===== src/rtl/sha_status_pkg.sv =====
// Shared defaults and types for the SHA status tracker.
package sha_status_pkg;
    localparam int ID_WIDTH_DEF    = 6;
    localparam int DEPTH_DEF       = 4;
    localparam int COUNT_WIDTH_DEF = 10;

    typedef logic [ID_WIDTH_DEF-1:0] id_t;
    typedef logic [2:0]              occ_t;
endpackage


===== src/rtl/sha_id_fifo.sv =====
// Small packet-ID FIFO with explicit occupancy; head read straight from storage.
module sha_id_fifo
    import sha_status_pkg::*;
#(
    parameter int ID_WIDTH = ID_WIDTH_DEF,
    parameter int DEPTH    = DEPTH_DEF
) (
    input  logic                i_clk,
    input  logic                i_rst,
    input  logic                i_push,
    input  logic [ID_WIDTH-1:0] i_id,
    input  logic                i_pop,
    output logic [ID_WIDTH-1:0] o_head_id,
    output occ_t                o_occupancy,
    output logic                o_full,
    output logic                o_empty
);
    localparam logic [2:0] LAST_PTR  = 3'(DEPTH - 1);
    localparam occ_t       FULL_OCC  = 3'(DEPTH);

    logic [ID_WIDTH-1:0] mem_reg [DEPTH];
    logic [2:0]          wr_ptr_reg, rd_ptr_reg;
    occ_t                occ_reg;
    logic                push_ok, pop_ok;

    assign o_full      = (occ_reg == FULL_OCC);
    assign o_empty     = (occ_reg == 3'd0);
    assign push_ok     = i_push && !o_full;
    assign pop_ok      = i_pop && !o_empty;
    assign o_head_id   = mem_reg[rd_ptr_reg];
    assign o_occupancy = occ_reg;

    // Storage is reset so the head reads zero out of reset.
    for (genvar gi = 0; gi < DEPTH; gi++) begin : g_entry
        always_ff @(posedge i_clk or posedge i_rst) begin
            if (i_rst)
                mem_reg[gi] <= '0;
            else if (push_ok && wr_ptr_reg == 3'(gi))
                mem_reg[gi] <= i_id;
        end
    end

    always_ff @(posedge i_clk or posedge i_rst) begin
        if (i_rst) begin
            wr_ptr_reg <= '0;
            rd_ptr_reg <= '0;
            occ_reg    <= '0;
        end else begin
            if (push_ok)
                wr_ptr_reg <= (wr_ptr_reg == LAST_PTR) ? 3'd0 : wr_ptr_reg + 3'd1;
            if (pop_ok)
                rd_ptr_reg <= (rd_ptr_reg == LAST_PTR) ? 3'd0 : rd_ptr_reg + 3'd1;
            if (push_ok && !pop_ok)
                occ_reg <= occ_reg + 3'd1;
            else if (pop_ok && !push_ok)
                occ_reg <= occ_reg - 3'd1;
        end
    end
endmodule


===== src/rtl/sha_status_tracker.sv =====
// Status producer: ID FIFO, last-completed ID, sticky errors, wrapping packet counter.
// Optional sequence check of accepted IDs when SHA_STATUS_SEQ_CHECK_EN is defined.
module sha_status_tracker
    import sha_status_pkg::*;
#(
    parameter int ID_WIDTH    = ID_WIDTH_DEF,
    parameter int DEPTH       = DEPTH_DEF,
    parameter int COUNT_WIDTH = COUNT_WIDTH_DEF
) (
    input  logic                   i_clk,
    input  logic                   i_rst,
    input  logic                   i_id_valid,
    input  logic [ID_WIDTH-1:0]    i_id,
    output logic                   o_id_ready,
    output logic                   o_head_valid,
    output logic [ID_WIDTH-1:0]    o_head_id,
    input  logic                   i_pkt_done,
    input  logic                   i_pkt_err,
    input  logic                   i_err_clear,
    output logic [ID_WIDTH-1:0]    o_status_id,
    output occ_t                   o_buffered_ids,
    output logic                   o_err_buffer,
    output logic                   o_err_packet,
    output logic [COUNT_WIDTH-1:0] o_packet_count
);
    logic                   full, empty, push_ok, pop_ok, underflow;
    logic                   clear_prev_reg, clear_edge, seq_err;
    logic [ID_WIDTH-1:0]    status_id_reg;
    logic [COUNT_WIDTH-1:0] count_reg;
    logic                   err_buffer_reg, err_packet_reg;

    // Ready depends only on registered occupancy, never on i_pkt_done.
    assign o_id_ready   = !full;
    assign o_head_valid = !empty;
    assign push_ok      = i_id_valid && !full;
    assign pop_ok       = i_pkt_done && !empty;
    assign underflow    = i_pkt_done && empty;
    assign clear_edge   = i_err_clear && !clear_prev_reg;

    sha_id_fifo #(.ID_WIDTH(ID_WIDTH), .DEPTH(DEPTH)) u_fifo (
        .i_clk       (i_clk),
        .i_rst       (i_rst),
        .i_push      (i_id_valid),
        .i_id        (i_id),
        .i_pop       (i_pkt_done),
        .o_head_id   (o_head_id),
        .o_occupancy (o_buffered_ids),
        .o_full      (full),
        .o_empty     (empty)
    );

`ifdef SHA_STATUS_SEQ_CHECK_EN
    logic [ID_WIDTH-1:0] last_id_reg, expect_id;
    logic                seen_reg;

    assign expect_id = last_id_reg + ID_WIDTH'(1);
    // The first accepted ID after reset has no predecessor to compare against.
    assign seq_err   = push_ok && seen_reg && (i_id != expect_id);

    always_ff @(posedge i_clk or posedge i_rst) begin
        if (i_rst) begin
            last_id_reg <= '0;
            seen_reg    <= 1'b0;
        end else if (push_ok) begin
            last_id_reg <= i_id;
            seen_reg    <= 1'b1;
        end
    end
`else
    assign seq_err = 1'b0;
`endif

    // Set events take priority over a same-cycle clear edge.
    always_ff @(posedge i_clk or posedge i_rst) begin
        if (i_rst) begin
            status_id_reg  <= '0;
            count_reg      <= '0;
            err_buffer_reg <= 1'b0;
            err_packet_reg <= 1'b0;
            clear_prev_reg <= 1'b0;
        end else begin
            clear_prev_reg <= i_err_clear;
            if (pop_ok) begin
                status_id_reg <= o_head_id;
                count_reg     <= count_reg + COUNT_WIDTH'(1);
            end
            if (underflow)
                err_buffer_reg <= 1'b1;
            else if (clear_edge)
                err_buffer_reg <= 1'b0;
            if (i_pkt_err || seq_err)
                err_packet_reg <= 1'b1;
            else if (clear_edge)
                err_packet_reg <= 1'b0;
        end
    end

    assign o_status_id    = status_id_reg;
    assign o_packet_count = count_reg;
    assign o_err_buffer   = err_buffer_reg;
    assign o_err_packet   = err_packet_reg;
endmodule


===== config.mk =====
export PLATFORM = sky130hd
export DESIGN_NAME = sha_status_tracker
export DESIGN_NICKNAME = d
export VERILOG_FILES = /design/src/rtl/sha_status_pkg.sv /design/src/rtl/sha_id_fifo.sv /design/src/rtl/sha_status_tracker.sv
export SDC_FILE = /design/constraint.sdc
export NUM_CORES = 1
export LEC_CHECK = 0
export BUFFER_PORTS_ARGS = -buffer_cell sky130_fd_sc_hd__buf_2
export CORE_MARGIN = 4
export CORE_UTILIZATION = 40
export CTS_CLUSTER_DIAMETER = 30
export DETAILED_ROUTE_END_ITERATION = 12
export HOLD_SLACK_MARGIN = 0.06
export PLACE_DENSITY = 0.62
export REMOVE_ABC_BUFFERS = 1
export SLEW_MARGIN = 30
export SYNTH_ARGS = -nofsm -noshare
export SYNTH_HDL_FRONTEND = slang
export SYNTH_SLANG_ARGS = --single-unit

===== constraint.sdc =====
create_clock -name i_clk -period 3.1 [get_ports i_clk]
set_input_delay 0.62 -clock i_clk [delete_from_list [all_inputs] [get_ports i_clk]]
set_output_delay 0.62 -clock i_clk [all_outputs]
set_load 0.1 [all_outputs]

# Word level (Yosys, flattened, before mapping)

Cells that the tools add are included.

Register bits after elaboration: 52
Bits in latches: 0
Bits in writable memories: 0
ROM bits: 0
Bits of input ports: 12
Output and inout port bits: 29
Word-level logic and storage cells: 54
Memories: 0

$add $sub $neg: 5
$mul: 0
Div/mod/pow operators: 0
Order comparisons: 1
Equality and inequality tests: 5
Shift operators: 0
Multiplexer cells: 10
Bitwise logic cells: 1
Reductions and logical operators: 20

Operator list:

| kind                                                | number |
|---|---|
| binary-select mux 6 bit (select 2 bit)              | 1 |
| 2-to-1 mux 3 bit                                    | 4 |
| 2-to-1 mux 6 bit                                    | 2 |
| adder 10 x 1 -> 10 bit, second input constant       | 1 |
| logical AND 1 bit                                   | 10 |
| adder 3 x 1 -> 3 bit, second input constant         | 3 |
| equality test 3 x 2 -> 1 bit, second input constant | 3 |
| zero test 3 bit                                     | 2 |
| nonzero test 2 bit                                  | 3 |
| zero test 1 bit                                     | 5 |
| >= comparator 4 x 3 -> 1 bit, second input constant | 1 |
| NOT 3 -> 4 bit                                      | 1 |
| equality test 3 x 1 -> 1 bit, second input constant | 1 |
| equality test 3 bit, second input constant          | 1 |
| 2-to-1 mux 1 bit                                    | 3 |
| subtractor 3 x 1 -> 3 bit, second input constant    | 1 |

# Logic depth before layout (Yosys ltp)

Gate-level depths: netlist of the first run.

Depth after elaboration: 7
Depth in mapped cells: 9
Gate-level depth less buffers: 8

# Cells and area by module

From an unflattened synthesis of the first run, not the netlist that was laid out.

Cell total of the unflattened synthesis: 183
Area total of the unflattened synthesis: 2476.1 um2

Modules (own cells, without submodules):

| module             | times used | cells each | area each (um2) | seq. area each (um2) |
|---|---|---|---|---|
| sha_id_fifo        | 1          | 108        | 1680.4          | 825.8 |
| sha_status_tracker | 1          | 75         | 795.8           | 475.5 |

# Worst setup path after synthesis of the first run

OpenSTA, ideal clock, no wires.

Path kind: flip-flop to flip-flop
From: register u_fifo.occ_reg[2], in the netlist u_fifo.o_occupancy[2]
To: register u_fifo.occ_reg[1], in the netlist u_fifo.o_occupancy[1]
Arrival: 2689 ps
Data required time: 2974 ps
Path slack: 285 ps
Cell stages (with the launch flop): 8
Path through: dfrtp_1 -> or3b_1 -> buf_6 -> and2_4 -> ha_1 -> inv_1 -> fa_1 -> mux2_2

Cells in the longest elaborated chain, start to end: 6

RTL lines:

| item                                | RTL line                 | RTL |
|---|---|---|
| start, declared                     | sha_id_fifo.sv:23        | `occ_t occ_reg;` |
| start signal, assigned              | sha_id_fifo.sv:54        | `occ_reg <= occ_reg + 3'd1;` |
| start signal, assigned              | sha_id_fifo.sv:56        | `occ_reg <= occ_reg - 3'd1;` |
| equality test 3 bit *               | sha_id_fifo.sv:26        | `assign o_full = (occ_reg == FULL_OCC);` |
| zero test 1 bit *                   | -                        |  |
| via o_id_ready                      | sha_status_tracker.sv:14 | `output logic o_id_ready,` |
| logical AND 1 bit *                 | sha_id_fifo.sv:28        | `assign push_ok = i_push && !o_full;` |
| via u_fifo.push_ok                  | sha_id_fifo.sv:24        | `logic push_ok, pop_ok;` |
| zero test 1 bit                     | sha_id_fifo.sv:55        | `else if (pop_ok && !push_ok)` |
| logical AND 1 bit                   | sha_id_fifo.sv:55        |  |
| nonzero test 2 bit (no source line) | -                        |  |

The timed path passes the listed nets; every way through them passes the cells marked *.
A chain may end at the register's enable or synchronous reset.

# Final worst setup path of the first run

From: register u_fifo.rd_ptr_reg[1]
To: output o_head_id[0]

Cells in the longest elaborated chain, start to end: 4

RTL lines:

| item                                                 | RTL line                 | RTL |
|---|---|---|
| start, declared                                      | sha_id_fifo.sv:22        | `logic [2:0] wr_ptr_reg, rd_ptr_reg;` |
| start signal, assigned                               | sha_id_fifo.sv:52        | `rd_ptr_reg <= (rd_ptr_reg == LAST_PTR) ? 3'd0 : rd_ptr_reg + 3'd1;` |
| NOT 3 -> 4 bit (not written as such)                 | sha_id_fifo.sv:30        | `assign o_head_id = mem_reg[rd_ptr_reg];` |
| binary-select mux 6 bit (select 2 bit)               | sha_id_fifo.sv:30        |  |
| 2-to-1 mux 6 bit (not written as such) (2 in series) | sha_id_fifo.sv:30        |  |
| end, declared                                        | sha_status_tracker.sv:16 | `output logic [ID_WIDTH-1:0] o_head_id,` |

No other way between the ends. The select of a mux whose other input is x is not followed.

==> results of run 1 <==
[layout by cell type (no fill, tap or decap), types with 3 or more instances in the layout]
cell type / synthesis / routed
dfrtp_1: 52 / 52
buf_2: 3 / 40
nand2_1: 30 / 30
mux2_2: 25 / 25
xor2_1: 9 / 9
ha_1: 7 / 7
mux4_2: 6 / 6
inv_1: 6 / 5
clkbuf_8: 0 / 5
nand3_4: 4 / 4
nor3_1: 4 / 4
buf_4: 0 / 4
nor2_1: 3 / 3
a21o_1: 3 / 3
nand3_1: 3 / 3
xnor2_1: 3 / 3
bufinv_16: 0 / 3
[through the flow]
step	TNS (ns)	std cells	utilization	worst slack [ns]
finish	0	297	0.500	0.616
global route	0	297	0.500	0.505
CTS	0	297	0.500	0.578
detailed placement	0	289	0.471	0.743
global placement	0	289	0.471	0.779
floorplan	-0.647	173	-	-0.348
[area by class of cell]
type,count,area share
Inverter,7,0.00937
Sequential cell,52,0.464
Multi-Input combinational cell,114,0.355
Clock buffer,5,0.0246
Timing Repair Buffer,44,0.0821
Tap cell,72,0.0321
Clock inverter,3,0.0321
[worst max-delay path, cell delays in order, from the launching register on]
cell	delay (ns)
dfrtp_1	0.64
mux4_2	0.60
buf_2	0.32
[worst paths after layout]
kind	startpoint	end	slack (ns)	depth (start not counted)
worst max register to register	u_fifo.o_occupancy[1]	u_fifo.o_occupancy[1]	0.72	6
worst max-delay path	u_fifo.rd_ptr_reg[1]	o_head_id[0]	0.62	2
min in group i_clk	i_err_clear	clear_prev_reg	0.43	1
worst min register to register	o_packet_count[9]	o_packet_count[9]	0.46	1
worst min-delay path	i_rst	u_fifo.o_occupancy[0]	0.27	2
max in group asynchronous	i_rst	u_fifo.rd_ptr_reg[0]	2.22	3
[layer usage]
layer	global-route usage	up-vias
li1	-	701
met2	0.226	34
met5	0	-
met4	0.0475	0
met1	0.177	716
met3	0.0343	7
[kinds of logic after synthesis]
logic type | synth area share
simple gates | 0.124
flops | 0.553
mux | 0.181
xor+xnor | 0.0447
buf+inv | 0.0239
compound gates | 0.0271
fa+ha+maj | 0.0457
==> flow_summary.yaml, run 1 <==
sta:
  rsz0062_at_grt: "false"
  fin_crit_sh: 0.801
  slew_headroom: 0.673
  hold_viol: 0
  period_needed_ns: 2.48
  clock.fmax_ghz: 0.402
  finalSetupViolations: 0
  fin_worst_hold_slack_ns: 0.270
  worst_pin_slew_ns: 0.495
  drv_slew: 0
  fin_skew_ns: 0.00767
synthesis:
  syn_inst: 178
  synth-edff-count: 0
  yosysWarnings: 0
  yosysSeqAreaShare: 0.553
  synth_area_leaders: "dfrtp_1, mux2_2, mux4_2, nand2_1, ha_1"
  synth_cell_types: 31
  synth.most_common_cell: "dfrtp_1"
  synth_seq_cells: 52
  synth-main-ff-cell: "dfrtp_1"
  synthesis.area_um2: 2350
  synthArstFlopShare: 1.00
  yosysTopAreaCell: "dfrtp_1"
  ys_top_cells_by_count: "dfrtp_1, nand2_1, mux2_2, xor2_1, ha_1"
  synth_top_cell_area_share: 0.553
  avgSynthCellArea_um2: 13.2
floorplan:
  die_h_um: 84.7
  die_width_um: 84.7
  rows: 27
  boundaryPins: 41
  die_area_um2: 7170
  initial_core_util: 0.420
  core_area_um2: 5610
clock_network:
  ctsHtreeMaxLevel: 2
  cts_sinks: 52
  cts_root_buffer: "clkbuf_8"
  post_cts_buffers: 0
  ctsHoldBuffers: 0
  numCtsBuffers: 5
  clockBufferDepth: 2
  clk_pin_slew_worst_paths_ns: 0.09
  cts_resized: 0
  cts_tree: "yes"
  clk_latency_ns: 0.30
routing:
  wl_um: 4470
  wl_met3_um: 244
  wl_met1_um: 2010
  met2WireLength_um: 2150
  via_per_inst: 4.91
  routedWlPerCell_um: 15.0
  vias: 1458
  drt_pass1_iterations: 3
  highest_layer: "met4"
  ant_nets: 0
  drc: 0
  drt-initial-drc-count: 52
worst_setup_path:
  worst-endpoint-arrival_ns: 1.86
  crit_required_ns: 2.48
  crit_fanout: 8
  start_kind: "register"
  end_kind: "output port"
  worst-setup-path-type: "register to output port"
grt:
  grtUsageTotal: 0.138
  grt_pass1_vias: 1558
  overflow: 0
  grt_max_degree: 23
  grt_antenna_before_repair: 0
  grt_first_pass_wirelength_um: 7780
layout:
  multi_input_area_um2: 996
  largest_reg_flops: 24
  seqCellArea_um2: 1300
  area_growth_syn_to_layout_pct: 19.1
  diodes: 0
  nFillCells: 522
  postLayoutCellArea_um2: 2800
  fin_nets: 244
  drive_above_1_share: 0.404
placed_design:
  dp_hpwl_um: 3260
  io_buffers: 40
  place.gp.congestion: 0.760
  placed_area_um2: 2640
hold_path:
  hold_class: "input port to async pin"
run:
  cap_violations: 0
outcome:
  outcome: "completed"
Power of run 1 is left out: the tool's default activity adds up to more than one toggle a clock period on the data nets, which glitch-free logic cannot reach.
==> inputs of run 2 (changes only) <==
- ABC_AREA: default -> 1
- clock period: 3.1 -> 2.47 ns (I/O delays scaled with it)
==> flow_summary.yaml, run 2 <==
sta:
  layout_setup_ws_ns: 0.121
  setup_tns_ns: 0
  finalSetupViolations: 0
  period_needed_ns: 2.35
  slew_headroom: 0.555
  fin_skew_ns: 0.00333
  clock.fmax_ghz: 0.426
  drv_slew: 0
  fin_crit_sh: 0.951
  rsz0062_at_grt: "false"
  worst_pin_slew_ns: 0.668
  hold_viol: 0
grt:
  grt_pass1_vias: 1809
  grt_max_degree: 53
  grt_antenna_before_repair: 0
  grt_first_pass_wirelength_um: 8960
  overflow: 0
  grtUsageTotal: 0.148
placed_design:
  dp_hpwl_um: 3840
  place_ws_ns: 0.370
  dp_cells: 415
  place.gp.congestion: 0.774
  io_buffers: 40
synthesis:
  synth_seq_cells: 52
  synth_cell_types: 29
  ys_top_cells_by_count: "nand2_1, dfrtp_1, inv_1, nor2_1, o21ai_0"
  synth-edff-count: 0
  synthesis.area_um2: 2580
  yosysSeqAreaShare: 0.504
  synth-main-ff-cell: "dfrtp_1"
  syn_inst: 300
  synthArstFlopShare: 1.00
  synth_top_cell_area_share: 0.504
  avgSynthCellArea_um2: 8.61
  synth.most_common_cell: "nand2_1"
  yosysTopAreaCell: "dfrtp_1"
  yosysWarnings: 0
  synth_area_leaders: "dfrtp_1, nand2_1, ha_1, inv_1, nor2_8"
worst_setup_path:
  crit_top_cell: "nand2_1"
  crit_chain: "inv_1 > nand2_1 > nand2_1 > nand2_1 > o21ai_1 > buf_2"
  critPathBufInv: 2
  crit_required_ns: 1.98
  path_delay_family: "buffers and inverters"
  crit_fanout: 13
  start_kind: "register"
  worst-setup-path-type: "register to output port"
  worst-endpoint-arrival_ns: 1.85
  crit_path_top_delay_cell: "buf_2"
  end_kind: "output port"
  cp_slowest_stage_delay_ns: 0.47
floorplan:
  core_area_um2: 6310
  boundaryPins: 41
  rows: 29
  die_width_um: 88.4
  initial_core_util: 0.409
  die_h_um: 88.4
  die_area_um2: 7810
clock_network:
  cts_sinks: 52
  cts_tree: "yes"
  clk_latency_ns: 0.30
  clk_pin_slew_worst_paths_ns: 0.09
  cts_root_buffer: "clkbuf_8"
  post_cts_buffers: 0
  numCtsBuffers: 5
  cts_resized: 0
  ctsHoldBuffers: 0
  ctsHtreeMaxLevel: 2
  clockBufferDepth: 2
routing:
  via_per_inst: 4.64
  ant_nets: 0
  routedWlPerCell_um: 12.5
  wl_um: 5260
  drc: 0
  vias: 1959
  drt_pass1_iterations: 4
  drt-initial-drc-count: 140
layout:
  largest_reg_flops: 24
  drive_above_1_share: 0.212
  mostFrequentLayoutCells: "nand2_1, dfrtp_1, buf_2, inv_1, nor2_1"
  nFillCells: 638
  stdcell_count: 422
  layout_commonest_cell: "nand2_1"
  seqCellArea_um2: 1300
  fin_nets: 365
  multi_input_area_um2: 1130
  diodes: 0
  area_growth_syn_to_layout_pct: 13.7
  utilization: 0.465
outcome:
  outcome: "completed"
hold_path:
  hold_class: "input port to register"
run:
  cap_violations: 0
run 2: logic make-up after synthesis:
family | after synthesis | share of synthesized area
XOR/XNOR | 8 | 0.0300
AO/OA/AOI/OAI | 25 | 0.0601
AND/OR/NAND/NOR | 174 | 0.301
buffers and inverters | 32 | 0.0591
flip-flops | 52 | 0.504
multiplexers | 1 | 0.00436
adder cells (fa/ha/maj) | 8 | 0.0417
run 2: cell type report:
| type | count | area share |
|---|---|---|
| clock inverter | 1 | 0.00170 |
| inverter | 28 | 0.0392 |
| tap | 77 | 0.0328 |
| sequential | 52 | 0.443 |
| clock buffer | 6 | 0.0247 |
| multi-input combinational | 216 | 0.384 |
| timing repair buffer | 42 | 0.0741 |
run 2: worst paths after layout:
| check | start | end | slack (ns) | cells past startpoint |
|---|---|---|---|---|
| max | u_fifo.rd_ptr_reg[0] | o_head_id[2] | 0.12 | 6 |
| min | i_err_clear | clear_prev_reg | 0.31 | 1 |
| max reg2reg | u_fifo.o_occupancy[1] | u_fifo.o_occupancy[1] | 0.36 | 8 |
| min reg2reg | u_fifo.mem_reg[7] | u_fifo.mem_reg[7] | 0.47 | 2 |
| max in group asynchronous | i_rst | u_fifo.mem_reg[18] | 1.67 | 3 |
| min in group asynchronous | i_rst | o_packet_count[2] | 0.36 | 3 |
run 2: through the flow:
step / hold slack, ns / area [µm²]
2_1_floorplan: 0.437 / 2540
3_3_place_gp: 0.448 / 2860
3_5_place_dp: 0.453 / 2860
4_1_cts: 0.298 / 2930
5_1_grt: 0.300 / 2940
6_report: 0.308 / 2940
run 2: metal layers:
layer | share of wire | track usage
met1 | 0.47 | 0.209
met5 | 0 | 0
met3 | 0.058 | 0.0372
met2 | 0.46 | 0.222
met4 | 0.015 | 0.0536
Power of run 2 is left out for the same reason.
==> inputs of run 3 (changes only) <==
- CELL_PAD_IN_SITES_DETAIL_PLACEMENT: default -> 1
- CELL_PAD_IN_SITES_GLOBAL_PLACEMENT: default -> 1
- PLACE_DENSITY: 0.62 -> 0.78
- SLEW_MARGIN: 30 -> 25
==> flow_summary.yaml, run 3 (synthesis results as in run 2) <==
outcome:
  outcome: "completed"
sta:
  hold_viol: 0
  fin_crit_sh: 0.940
  setup_tns_ns: 0
  fin_skew_ns: 0.00840
  worst_pin_slew_ns: 0.524
  finalSetupViolations: 0
  rsz0062_at_grt: "false"
  layout_setup_ws_ns: 0.148
  slew_headroom: 0.650
  drv_slew: 0
  clock.fmax_ghz: 0.431
  period_needed_ns: 2.32
layout:
  mostFrequentLayoutCells: "nand2_1, dfrtp_1, buf_2, inv_1, nor2_1"
  nFillCells: 794
  area_growth_syn_to_layout_pct: 14.8
  drive_above_1_share: 0.221
  largest_reg_flops: 24
  layout_commonest_cell: "nand2_1"
  diodes: 0
  multi_input_area_um2: 1130
  stdcell_count: 425
  fin_nets: 367
  seqCellArea_um2: 1300
  utilization: 0.469
clock_network:
  cts_resized: 0
  cts_tree: "yes"
  clk_latency_ns: 0.30
  numCtsBuffers: 5
  clockBufferDepth: 2
  ctsHtreeMaxLevel: 2
  cts_root_buffer: "clkbuf_8"
  post_cts_buffers: 0
  clk_pin_slew_worst_paths_ns: 0.09
  cts_sinks: 52
  ctsHoldBuffers: 0
grt:
  grt_first_pass_wirelength_um: 10500
  overflow: 0
  grt_max_degree: 25
  grtUsageTotal: 0.173
  grt_antenna_before_repair: 0
  grt_pass1_vias: 2196
worst_setup_path:
  start_kind: "register"
  crit_required_ns: 1.98
  crit_start: "u_fifo.rd_ptr_reg[1]"
  worst-setup-path-type: "register to output port"
  r2r_start: "u_fifo.o_occupancy[1]"
  end_kind: "output port"
  worst-endpoint-arrival_ns: 1.83
  crit_path_top_delay_cell: "dfrtp_1"
  crit_fanout: 8
  crit_chain: "inv_1 > nand2_1 > o21ai_1 > buf_2"
  cp_slowest_stage_delay_ns: 0.49
placed_design:
  place_ws_ns: 0.296
  place.gp.congestion: 0.778
  dp_hpwl_um: 4630
  io_buffers: 40
  dp_cells: 417
routing:
  drt_pass1_iterations: 4
  ant_nets: 0
  drt-initial-drc-count: 50
  drc: 0
  via_per_inst: 4.88
  wl_um: 6030
  vias: 2072
  routedWlPerCell_um: 14.2
floorplan:
  rows: 29
  boundaryPins: 41
  die_width_um: 88.4
  die_h_um: 88.4
  initial_core_util: 0.409
  core_area_um2: 6310
  die_area_um2: 7810
hold_path:
  hold_class: "input port to async pin"
run:
  cap_violations: 0
[run 3: cell type report]
cell class              instances  share of cell area
clock inverters                 2             0.00338
flip-flops and latches         52               0.439
repair buffers                 44              0.0777
inverters                      28              0.0388
multi-input cells             216               0.381
well taps                      77              0.0325
clock buffers                   6              0.0279
[run 3: worst paths after layout]
kind | to | slack (ns) | cells past startpoint
max | o_head_id[2] | 0.15 | 4
min | o_err_packet | 0.22 | 2
max reg2reg | u_fifo.o_occupancy[2] | 0.29 | 9
min reg2reg | u_fifo.mem_reg[6] | 0.48 | 2
max in group asynchronous | o_packet_count[2] | 1.65 | 3
min in group i_clk | clear_prev_reg | 0.31 | 1
[run 3: per-layer routing]
metal  vias to the layer above  share of wire  global-route usage
li1                       1013              -                   -
met1                      1023           0.44               0.212
met3                         4          0.044              0.0382
met4                         0         0.0070              0.0371
met2                        32           0.51               0.311
met5                         -              0                   0
[run 3: per-stage QoR]
step           hold WS (ns)  instance area [µm²]
6_report              0.217                 2960
5_1_grt               0.239                 2960
4_1_cts               0.227                 2960
3_5_place_dp          0.457                 2870
3_3_place_gp          0.449                 2870
2_1_floorplan         0.437                 2540
[run 3: worst max-delay path, delay by kind of cell, from the launching register on]
family / cells / cell delay (ns)
and+or+nand+nor: 1 / 0.10
AOI/OAI and AO/OA: 1 / 0.18
buffers and inverters: 2 / 0.76
DFF: 1 / 0.49
Power of run 3 is left out for the same reason.
